File: config.mk
export PLATFORM = sky130hd
export DESIGN_NAME = mem_port_arbiter
export DESIGN_NICKNAME = d
export VERILOG_FILES = /design/src/rtl/mem_port_arbiter.sv
export SDC_FILE = /design/constraint.sdc
export NUM_CORES = 1
export LEC_CHECK = 0
export CAP_MARGIN = 20
export CORE_MARGIN = 2
export CORE_UTILIZATION = 35
export CTS_CLUSTER_DIAMETER = 40
export DETAILED_ROUTE_END_ITERATION = 8
export PLACE_DENSITY_LB_ADDON = 0.3
export SLEW_MARGIN = 20
export SYNTH_ARGS = -nofsm -noshare
export SYNTH_HDL_FRONTEND = slang
export SYNTH_SLANG_ARGS = --single-unit
File: constraint.sdc
create_clock -name clock -period 3.1 [get_ports clock]
set_clock_uncertainty 0.15 [all_clocks]
set_input_delay 0.775 -clock clock [delete_from_list [all_inputs] [get_ports clock]]
set_output_delay 0.775 -clock clock [all_outputs]
set_load 0.02 [all_outputs]
File: src/rtl/mem_port_arbiter.sv
`timescale 1ns/1ps
// mem_port_arbiter
// Shares one single-port instruction/data memory between instruction fetch and
// load/store access. Grants one port at a time from IDLE with alternating
// priority, waits RD_LAT cycles for read data or spends one cycle on a write,
// and returns a registered one-cycle valid/done pulse to the owning port.
//
// Parameters
//   ADDR_W  memory address width
//   DATA_W  memory word width
//   RD_LAT  grant edge to m_q-valid edge, legal range 1..4
//
// Ports
//   clock, reset         single clock, synchronous active-high reset
//   if_req/if_addr       fetch request, held until if_valid
//   if_valid/if_rdata    one-cycle fetch completion pulse and fetched word
//   dm_req/dm_we         data request (1 = store), held until dm_done
//   dm_addr/dm_wdata     data address and store data
//   dm_done/dm_rdata     one-cycle data completion pulse and load result
//   stall                combinational dm_req & ~dm_done
//   m_addr/m_data/m_rw   registered memory address, write data, write enable
//   m_q                  memory read data
module mem_port_arbiter #(
  parameter int unsigned ADDR_W = 12,
  parameter int unsigned DATA_W = 16,
  parameter int unsigned RD_LAT = 1
) (
  input  logic              clock,
  input  logic              reset,
  input  logic              if_req,
  input  logic [ADDR_W-1:0] if_addr,
  output logic              if_valid,
  output logic [DATA_W-1:0] if_rdata,
  input  logic              dm_req,
  input  logic              dm_we,
  input  logic [ADDR_W-1:0] dm_addr,
  input  logic [DATA_W-1:0] dm_wdata,
  output logic              dm_done,
  output logic [DATA_W-1:0] dm_rdata,
  output logic              stall,
  output logic [ADDR_W-1:0] m_addr,
  output logic [DATA_W-1:0] m_data,
  output logic              m_rw,
  input  logic [DATA_W-1:0] m_q
);

  // Wait counter holds RD_LAT-1, at most 3
  localparam int unsigned CNT_W = 2;

  localparam logic PORT_IF = 1'b0;
  localparam logic PORT_DM = 1'b1;

  typedef enum logic [1:0] {
    IDLE    = 2'd0,
    RD_WAIT = 2'd1,
    WR      = 2'd2
  } state_t;

  state_t            state_q, state_d;
  logic [CNT_W-1:0]  cnt_q, cnt_d;
  logic              pri_q, pri_d;
  logic              owner_q, owner_d;

  logic              if_valid_d;
  logic [DATA_W-1:0] if_rdata_d;
  logic              dm_done_d;
  logic [DATA_W-1:0] dm_rdata_d;
  logic [ADDR_W-1:0] m_addr_d;
  logic [DATA_W-1:0] m_data_d;
  logic              m_rw_d;

  logic              if_elig;
  logic              dm_elig;
  logic              grant_dm;

  // Next-state, arbitration and registered-output next values
  always_comb begin
    state_d    = state_q;
    cnt_d      = cnt_q;
    pri_d      = pri_q;
    owner_d    = owner_q;
    if_valid_d = 1'b0;
    dm_done_d  = 1'b0;
    if_rdata_d = if_rdata;
    dm_rdata_d = dm_rdata;
    m_addr_d   = m_addr;
    m_data_d   = m_data;
    m_rw_d     = 1'b0;

    // A port whose completion pulse is up this cycle is still holding its old
    // request; ignoring it here prevents serving the same request twice.
    if_elig  = if_req & ~if_valid;
    dm_elig  = dm_req & ~dm_done;
    grant_dm = dm_elig & (~if_elig | (pri_q == PORT_DM));

    case (state_q)
      IDLE: begin
        if (if_elig | dm_elig) begin
          owner_d  = grant_dm ? PORT_DM : PORT_IF;
          pri_d    = grant_dm ? PORT_IF : PORT_DM;
          m_addr_d = grant_dm ? dm_addr : if_addr;
          if (grant_dm && dm_we) begin
            m_rw_d   = 1'b1;
            m_data_d = dm_wdata;
            state_d  = WR;
          end else begin
            cnt_d   = CNT_W'(RD_LAT - 1);
            state_d = RD_WAIT;
          end
        end
      end

      RD_WAIT: begin
        if (cnt_q != '0) begin
          cnt_d = cnt_q - CNT_W'(1);
        end else begin
          if (owner_q == PORT_DM) begin
            dm_rdata_d = m_q;
            dm_done_d  = 1'b1;
          end else begin
            if_rdata_d = m_q;
            if_valid_d = 1'b1;
          end
          state_d = IDLE;
        end
      end

      WR: begin
        // Write is committed at this edge; m_rw drops by default
        dm_done_d = 1'b1;
        state_d   = IDLE;
      end

      default: begin
        state_d = IDLE;
      end
    endcase
  end

  // State and output registers
  always_ff @(posedge clock) begin
    if (reset) begin
      state_q  <= IDLE;
      cnt_q    <= '0;
      pri_q    <= PORT_DM;
      owner_q  <= PORT_IF;
      if_valid <= 1'b0;
      if_rdata <= '0;
      dm_done  <= 1'b0;
      dm_rdata <= '0;
      m_addr   <= '0;
      m_data   <= '0;
      m_rw     <= 1'b0;
    end else begin
      state_q  <= state_d;
      cnt_q    <= cnt_d;
      pri_q    <= pri_d;
      owner_q  <= owner_d;
      if_valid <= if_valid_d;
      if_rdata <= if_rdata_d;
      dm_done  <= dm_done_d;
      dm_rdata <= dm_rdata_d;
      m_addr   <= m_addr_d;
      m_data   <= m_data_d;
      m_rw     <= m_rw_d;
    end
  end

  // Front of the pipeline freezes while a data access is outstanding
  assign stall = dm_req & ~dm_done;

endmodule
==> flow_summary_export.csv <==
group,metric,value,unit
finish,antenna_cells,0,
synth,yosysTopAreaCellShare,0.5257,
synth,ys_types,34,
timing,min_period,3.005,ns
synth,synthCells,293,
global_routing,grt_usage,0.1723,
placement,preCtsSetupSlack,0.09538,ns
clock_network,cts_made_buffers,9,
pwr,p_leak,1.613,nW
placement,numPortBuffers,124,
critical_path,critPathRequiredTime,2.17,ns
finish,areaGrowthSynthToFinish,57.19,%
global_routing,grt_max_degree,38,
placement,dpl_cell_area,3948,um^2
synth,synth-seq-cells,69,
critical_path,crit_type,"input port to output pin",
floorplan,die_y,90.65,um
routing,route.vias.total,2493,
synth,yosys_warnings,0,
placement,dpl.hpwl,4.936,mm
routing,routedWlPerCell,13.27,um
synth,synth_edf_count,0,
clock_network,clock_sinks,69,
timing,worstMarginPinSlew,0.6731,ns
timing,rsz0062_at_grt,"false",
synth,syn_area,2628,um^2
routing,ant_nets,0,
routing,drt-pass1-iter-count,5,
floorplan,io_pins,125,
clock_network,cts-root-buf,"clkbuf_8",
clock_network,cts_resized,0,
synth,synth_top_cell_by_area,"dfxtp_1",
timing,slew_headroom,0.5513,
global_routing,gr-total-overflow,0,
floorplan,dieWidth,90.65,um
finish,final_area,4130,um^2
floorplan,die_area,8217,um^2
clock_network,htree_num_levels,3,
floorplan,coreArea,7253,um^2
routing,totalWireLength,6.915,mm
finish,layout_commonest_cell,"clkdlybuf4s50_1",
clock_network,clk_latency,0.34,ns
timing,setup_viol,0,
clock_network,cts_tree,"yes",
timing,slew_violations,0,
timing,setup_ws,0.09498,ns
finish,fin_nets,482,
global_routing,antenna_found_initial,0,
timing,hold_violations,0,
finish,drive_gt1_frac,0.06872,
pwr,powerDensity,504.5,nW/um^2
routing,drtIter0Drc,74,
synth,synth_seq_area_share,0.5257,
placement,post-place-cells,505,
outcome,outcome,"finished clean",
finish,stdcell_count,521,
pwr,ir_worst_vdd,0.2759,mV
synth,synth_area_leaders,"dfxtp_1 53%, nand2_1 9.6%, a21oi_1 6.7%",
clock_network,path_clk_slew,0.08,ns
synth,syn_nets,358,
critical_path,critPathArrivalTime,2.08,ns
clock_network,cts_buffer_depth,2,
synth,ys.flop_type,"dfxtp_1",
clock_network,cts_hold_buffers,0,
global_routing,grt_pass1_vias,2473,
synth,synthArstFlopShare,0,
finish,final_cell_mix,"123 x clkdlybuf4s50_1, 69 x dfxtp_1, 67 x nand2_1, 35 x a21oi_1, 27 x nor2_1",
critical_path,end_kind,"output pin",
synth,synth_area_per_cell,8.968,um^2
critical_path,worstSetupStartpointType,"input port",
flow_run,timing.max_cap.violations,0,
critical_path,critPathMaxFanout,3,
routing,drc_errors,0,
floorplan,initial_core_util,0.3623,
finish,post-route-util,0.5694,
global_routing,grt_pass1_wl,11.43,mm
hold_path,hp-class,"flop to flop",
clock_network,postCtsSetupBuffers,0,
timing,min_period_over_period,0.9694,
floorplan,fp-row-count,31,
timing,max_freq,0.3328,GHz
timing,fin_tns_setup,0,ns
routing,routed_via_density,4.785,
placement,gp_congestion,0.7686,
-- final timing paths --
kind	start	endpoint	slack, ns	cells after the start
setup reg to reg	state_q[0]	m_data[7]	1.13	7
hold / removal	dm_rdata[15]	dm_rdata[15]	0.31	2
setup / recovery	dm_req	stall	0.09	4
hold reg to reg	dm_rdata[15]	dm_rdata[15]	0.31	2
-- worst max-delay path, cell delays in order --
cell,delay (ns)
clkdlybuf4s50_1,0.51
nand2b_1,0.08
inv_1,0.10
clkdlybuf4s50_1,0.61
-- Yosys cell counts, drive strengths merged (2+ instances only) --
master	instances
nand2	67
a21oi	35
nor3	2
nor2	27
or3	2
a32oi	2
dfxtp	69
nand2b	3
nor3b	2
inv	7
o31ai	2
ha	4
buf	3
mux2i	16
a221o	12
clkbuf	15
and2	12
nand3b	2
-- state kept, by name, indices dropped and copies added (netlist names) --
name and flops:
dm_rdata 16, if_rdata 16, m_data 16, m_addr 12, cnt_q 2, state_q 2, dm_done 1, if_valid 1
m_rw 1, owner_q 1, pri_q 1
-- cells by family (layout without fill, tap and decap cells) --
logic type | count (synthesis) | in the layout | share of synthesized area
buffers and inverters | 25 | 154 | 0.04524
AOI/OAI and AO/OA | 56 | 56 | 0.1400
muxes | 16 | 16 | 0.06095
and+or+nand+nor | 123 | 123 | 0.2091
adders and majority gates | 4 | 4 | 0.01905
DFF | 69 | 69 | 0.5257
-- per-layer routing --
layer / wire, um / vias up / part of all wire / global-route usage
met1: 2974 / 1144 / 0.43 / 0.2056
met5: 0 / - / 0 / 0
li1: - / 1234 / - / -
met3: 606 / 8 / 0.088 / 0.06511
met2: 3233 / 107 / 0.47 / 0.2792
met4: 99 / 0 / 0.014 / 0.06923
-- power by group --
group	switching (mW)	internal, mW
Combinational	0.209	0.227
Clock	0.370	0.301
Sequential	0.0328	0.944
Total	0.612	1.47
-- per-stage QoR --
step / total power [mW] / hold slack (ns)
finish: 2.084 / 0.3077
CTS: 2.118 / 0.3080
detailed placement: 1.436 / 0.2972
global placement: 1.429 / 0.2930
floorplan: 1.214 / 0.2940
global route: 2.194 / 0.3307
-- cell type report --
class	instances	area [um^2]
timing repair buffer	131	1289
inverter	7	26.28
fill	683	3123
tap	99	123.9
sequential	69	1381
clock inverter	7	58.81
multi-input combinational	199	1127
clock buffer	9	123.9
(Power assumes the default switching activity.)
